[src/rtl/hazard_ctrl.sv]
// Hazard controller for a short in-order pipeline.
//
// Stalls fetch and execute/writeback while a data-memory access is outstanding, aborts the
// access after TIMEOUT wait cycles (flushing execute/writeback and raising a sticky error),
// flushes fetch on a taken branch once the pipeline is unstalled, and selects the writeback
// result as an execute operand when the register numbers match.
//
// Ports:
//   clk        - clock, all state updates on posedge
//   rst        - asynchronous active-low reset
//   raddr1E    - rs1 of the execute-stage instruction
//   raddr2E    - rs2 of the execute-stage instruction
//   waddrW     - destination register of the writeback-stage instruction
//   reg_wrW    - writeback-stage instruction writes the register file
//   mem_reqW   - writeback-stage instruction is a load or store
//   mem_ready  - data memory completes the current access this cycle
//   br_takenE  - branch/jump resolved taken in execute
//   StallF     - hold the fetch pipeline register
//   StallE     - hold the execute/writeback pipeline register
//   FlushF     - zero the fetch pipeline register on the next edge
//   FlushE     - zero the execute/writeback pipeline register on the next edge
//   ForwardAE  - use the writeback result for operand A
//   ForwardBE  - use the writeback result for operand B
//   mem_err    - sticky: a memory access timed out
module hazard_ctrl #(
  parameter int unsigned TIMEOUT = 16
) (
  input  logic       clk,
  input  logic       rst,
  input  logic [4:0] raddr1E,
  input  logic [4:0] raddr2E,
  input  logic [4:0] waddrW,
  input  logic       reg_wrW,
  input  logic       mem_reqW,
  input  logic       mem_ready,
  input  logic       br_takenE,
  output logic       StallF,
  output logic       StallE,
  output logic       FlushF,
  output logic       FlushE,
  output logic       ForwardAE,
  output logic       ForwardBE,
  output logic       mem_err
);

  typedef enum logic [1:0] {StIdle, StWait, StAbort} state_e;

  // The first stalled cycle is spent in StIdle and counts as wait cycle 1, so the access is
  // abandoned from StWait once the counter would step onto TIMEOUT.
  localparam logic [7:0] TimeoutLast = 8'(TIMEOUT - 1);

  state_e     state_q, state_d;
  logic [7:0] cnt_q, cnt_d;
  logic       mem_err_q, mem_err_d;
  logic       stall;

  always_comb begin
    state_d = state_q;
    cnt_d   = cnt_q;
    case (state_q)
      StIdle: begin
        if (mem_reqW && !mem_ready) begin
          state_d = StWait;
          cnt_d   = 8'd1;
        end
      end
      StWait: begin
        if (mem_ready) begin
          state_d = StIdle;
          cnt_d   = 8'd0;
        end else if (cnt_q >= TimeoutLast) begin
          state_d = StAbort;
          cnt_d   = cnt_q + 8'd1;
        end else begin
          cnt_d   = cnt_q + 8'd1;
        end
      end
      StAbort: begin
        state_d = StIdle;
        cnt_d   = 8'd0;
      end
      default: begin
        state_d = StIdle;
        cnt_d   = 8'd0;
      end
    endcase
  end

  // Error is raised on the same edge that enters StAbort and is only cleared by reset.
  assign mem_err_d = mem_err_q | (state_d == StAbort);

  always_ff @(posedge clk or negedge rst) begin
    if (!rst) begin
      state_q   <= StIdle;
      cnt_q     <= 8'd0;
      mem_err_q <= 1'b0;
    end else begin
      state_q   <= state_d;
      cnt_q     <= cnt_d;
      mem_err_q <= mem_err_d;
    end
  end

  // All decision outputs are gated by rst so they drop the moment reset asserts, even while
  // mem_reqW/br_takenE are still driven.
  always_comb begin
    stall = rst && (((state_q == StIdle) && mem_reqW && !mem_ready) ||
                    ((state_q == StWait) && !mem_ready));
    StallF    = stall;
    StallE    = stall;
    // A branch held in execute during a stall flushes fetch in the first unstalled cycle.
    FlushF    = rst && br_takenE && !stall;
    FlushE    = rst && (state_q == StAbort);
    ForwardAE = rst && reg_wrW && (waddrW != 5'd0) && (waddrW == raddr1E) &&
                (state_q != StAbort);
    ForwardBE = rst && reg_wrW && (waddrW != 5'd0) && (waddrW == raddr2E) &&
                (state_q != StAbort);
    mem_err   = mem_err_q;
  end

endmodule

[config.mk]
export PLATFORM = sky130hd
export DESIGN_NAME = hazard_ctrl
export DESIGN_NICKNAME = d
export VERILOG_FILES = /design/src/rtl/hazard_ctrl.sv
export SDC_FILE = /design/constraint.sdc
export NUM_CORES = 1
export LEC_CHECK = 0
export CAP_MARGIN = 20
export CORE_AREA = 2 2 40 52
export DETAILED_ROUTE_END_ITERATION = 8
export DIE_AREA = 0 0 42 54
export PLACE_DENSITY_LB_ADDON = 0.25
export SLEW_MARGIN = 5
export SYNTH_ARGS = -nofsm -noshare
export SYNTH_HDL_FRONTEND = slang
export SYNTH_SLANG_ARGS = --single-unit
[constraint.sdc]
create_clock -name clk -period 1.9 [get_ports clk]
set_input_delay 0.475 -clock clk [delete_from_list [all_inputs] [get_ports clk]]
set_output_delay 0.475 -clock clk [all_outputs]
set_load 0.02 [all_outputs]
==> Word level (Yosys, flattened, before mapping) <==
Cells that the tools add are included.
{ "totals": {"regBits": 11, "wordCells": 39} }
{ "op_classes": {"n_addsub": 1, "order_cmp": 1, "eq_ne": 7, "muxes": 7, "bitwise_logic": 1, "n_reduce_logical": 19} }
{ "ops": {"columns": ["cell", "n"], "rows": [
  ["$mux 8", 2],
  ["$pmux 8 s2", 1],
  ["$logic_and 1x1->1", 14],
  ["$eq 5x5->1", 2],
  ["$add 8x1->8 const B", 1],
  ["$ge 8x4->1 const B", 1],
  ["$mux 2", 3],
  ["$reduce_bool 5->1", 1],
  ["$eq 2x2->1 const B", 2],
  ["$ne 2x2->1 const B", 2],
  ["$pmux 2 s2", 1],
  ["$eq 2x1->1 const B", 1],
  ["$logic_not 1->1", 2],
  ["$logic_not 2->1", 1],
  ["$logic_or 1x1->1", 1],
  ["$or 1x1->1", 1]
]} }

==> Longest topological paths before layout <==
{ "logic_depth": {"word_depth": 7, "depth_mapped": 4, "mapped_depth_nobuf": 4} }

==> Least setup slack after synthesis <==
No wires, ideal clock.
{ "synth_path": {"kind": "input-to-output", "from": "input port mem_ready", "to": "output port StallF", "arrival_time_ns": 1.541, "required_ns": 1.425, "slack_ns": -0.116, "path_stages": 2, "n_path_buf": 1, "path_cell_list": "nor4_1 -> buf_4"} }
{ "synth_between": {"elab_chain_cells": 4} }
{ "synth_rtl": {"columns": ["element", "line_no", "text"], "rows": [
  ["from (decl)", "35", "input logic mem_ready,"],
  ["$logic_not 1->1 (*)", "107, 108", null],
  ["$logic_and 1x1->1, on equally long branches", "107, 108", null],
  ["$logic_or 1x1->1 (*)", "107", "stall = rst && (((state_q == StIdle) && mem_reqW && !mem_ready) ||"],
  ["$logic_and 1x1->1 (*)", "107", null],
  ["to (decl)", "37", "output logic StallF,"]
]} }
Every way passes the cells marked *; elsewhere a longest branch is shown, timed or not.

==> Worst setup path after layout <==
{ "layout_path": {"from": "input port waddrW[3]", "to": "output port ForwardBE"} }
{ "layout_between": {"elab_chain_cells": 4} }
{ "layout_rtl": {"columns": ["element", "line_no", "text"], "rows": [
  ["from (decl)", "32", "input logic [4:0] waddrW,"],
  ["$reduce_bool 5->1", "116", "ForwardBE = rst && reg_wrW && (waddrW != 5'd0) && (waddrW == raddr2E) &&"],
  ["$logic_and 1x1->1", "116", null],
  ["$logic_and 1x1->1 (*) (2 in a row)", "116", null],
  ["to (decl)", "42", "output logic ForwardBE,"]
]} }
Marked as above.

==> flow_metrics.tcl <==
set metrics [dict create \
    path_clk_slew_ps 70 \
    synth_seq_cells 11 \
    worst_hold_slack_ps 180 \
    yosys-top-cells-area "dfrtp_1 (38%), xnor2_1 (7.3%), nand3_1 (6.3%), xor2_1 (4.9%), nor4_1 (3.5%)" \
    synth_edf_count 0 \
    via_per_inst 5.58 \
    p_leak_uw 0.000542 \
    async_flop_share 1.00 \
    synth_common_cells "dfrtp_1 (11), nand3_1 (9), xnor2_1 (6)" \
    clk-insertion-delay-late_ps 280 \
    status "complete, but fails checks" \
    fin_crit_sh 1.08 \
    synth_top_area_frac 0.384 \
    area_growth_pct 61.3 \
    ys_seq_area_frac 0.384 \
    finalHoldViolCount 0 \
    yosys_warnings 0 \
    die_x_um 42 \
    hp-class "input pin to async pin" \
    path_max_fanout 2 \
    hpwl_um 1540 \
    rsz0062_at_grt "yes" \
    pin_count 28 \
    totalWireLength_um 2100 \
    placementRows 18 \
    fmax_ghz 0.487 \
    synth_cells 76 \
    violations "negative setup slack" \
    r2r_setup_slack_ps 260 \
    syn-cell-area_sq_um 717 \
    setup_viol 2 \
    cts_tree "yes" \
    dieHeight_um 54 \
    antenna_found_initial 0 \
    syn_nets 98 \
    vias 793 \
    tns_ps -289 \
    grt_pass1_vias 722 \
    cts-buffers-inserted 3 \
    drv_cap 0 \
    power_density_nw_per_um2 508 \
    preCtsSetupSlack_ps -864 \
    postRouteAntennaNets 0 \
    diodes 0 \
    slew_violations 0 \
    core_area_sq_um 1820 \
    synth_top_area_cell "dfrtp_1" \
    track_usage 0.192 \
    avgSynthCellArea_sq_um 9.43 \
    drc 0 \
    start_util 0.393 \
    synthFlopType "dfrtp_1" \
    place_congestion 0.778 \
    critPathCaptureType "output pin" \
    fin_skew_ps 8.03 \
    post_drt_wl_per_cell_um 14.8 \
    port_buffers 27 \
    fin_nets 145 \
    drtIter0Drc 23 \
    cts-root-buf "clkbuf_4" \
    peakVddDrop_uv 292 \
    min_period_ps 2050 \
    drive_gt1_frac 0.303 \
    synth_cell_types 32 \
    cp-start-kind "input pin" \
    grt_max_degree 9 \
    synth.most_common_cell "dfrtp_1" \
    criticalPathCategory "input pin to output pin" \
    gr-total-overflow 0 \
    clock_sinks 11 \
    htreeDepth 1 \
    cts_buffer_depth 2 \
    fin_ws_ps -153 \
    cp.required_ps 1420 \
    dr.pass1.iters 4 \
    die_area_sq_um 2270 \
    cp.arrival_ps 1580 \
    grt_pass1_wl_um 3230 \
    maxSlewHeadroom 0.701 \
    worst_slew_pin_slew_ps 447 \
]
per-stage QoR:
stage | area (sq um) | std cells | util | power, uW
5_1_grt | 1160 | 142 | 0.634 | 627
6_report | 1160 | 142 | 0.634 | 587
2_1_floorplan | 723 | 76 | - | 336
4_1_cts | 1130 | 142 | 0.621 | 590
3_3_place_gp | 1130 | 137 | 0.617 | 428
3_5_place_dp | 1130 | 137 | 0.617 | 434
area by class of cell:
type	instances	area (sq um)
clock buffers	4	26.3
fillers	162	668
inverters	1	3.75
multi-input cells	62	468
flip-flops and latches	11	275
well taps	20	25.0
repair buffers	44	358
flip-flops by register name, indices dropped and copies added, names as in the netlist:
register,flops
mem_err,1
state_q,2
cnt_q,8
final timing paths:
| kind | cells after the start | start | end |
|---|---|---|---|
| worst max-delay path | 5 | waddrW[3] | ForwardBE |
| worst min-delay path | 2 | rst | cnt_q[0] |
| worst max register to register | 4 | state_q[1] | cnt_q[6] |
| worst min register to register | 1 | mem_err | mem_err |
| max in group asynchronous | 2 | rst | cnt_q[4] |
| min in group clk | 1 | mem_err | mem_err |
worst max-delay path, stage by stage:
cell	delay, ps
buf_6	90
or4_4	540
o2111ai_4	220
nor4_2	80
buf_4	170
cells by family (layout without fill, tap and decap cells):
family | count (synthesis) | after routing | synth area share
simple gates | 34 | 34 | 0.269
compound gates | 16 | 16 | 0.171
flops | 11 | 11 | 0.384
xor+xnor | 10 | 10 | 0.122
buf+inv | 3 | 49 | 0.0227
fa+ha+maj | 1 | 1 | 0.0174
mux | 1 | 1 | 0.0140
metal layers:
metal / vias up / GRT usage / part of all wire
met5: - / 0 / 0
li1: 384 / - / -
met2: 40 / 0.318 / 0.51
met4: 0 / 0.124 / 0.036
met1: 358 / 0.227 / 0.39
met3: 11 / 0.0403 / 0.065
power by group:
group | total [uW] | switching, uW | internal, uW | leakage (uW)
sequential | 260 | 12.4 | 247 | 0.000150
combinational | 167 | 73.7 | 93.5 | 0.000377
clock | 161 | 79.1 | 81.4 | 0.0000150
total | 587 | 165 | 422 | 0.000542
layout by cell type, fill, tap and decap left out, drive strengths merged, types with 3 or more instances in the layout:
master,instances
or4,3
nor4,4
buf,26
dlygate4sd2,9
xnor2,6
clkbuf,6
clkdlybuf4s50,6
nand3,9
xor2,4
nor3,4
nand2b,3
nor2,3
dfrtp,11
what timing repair did:
action	in CTS	in global routing
endpoints found under the setup margin	8	5
cloned	0	0
hold buffers	0	0
buffers inserted	1	0
resized for setup	59	9
pin swaps	12	3
No activity file was read; power rests on OpenSTA's default activity.
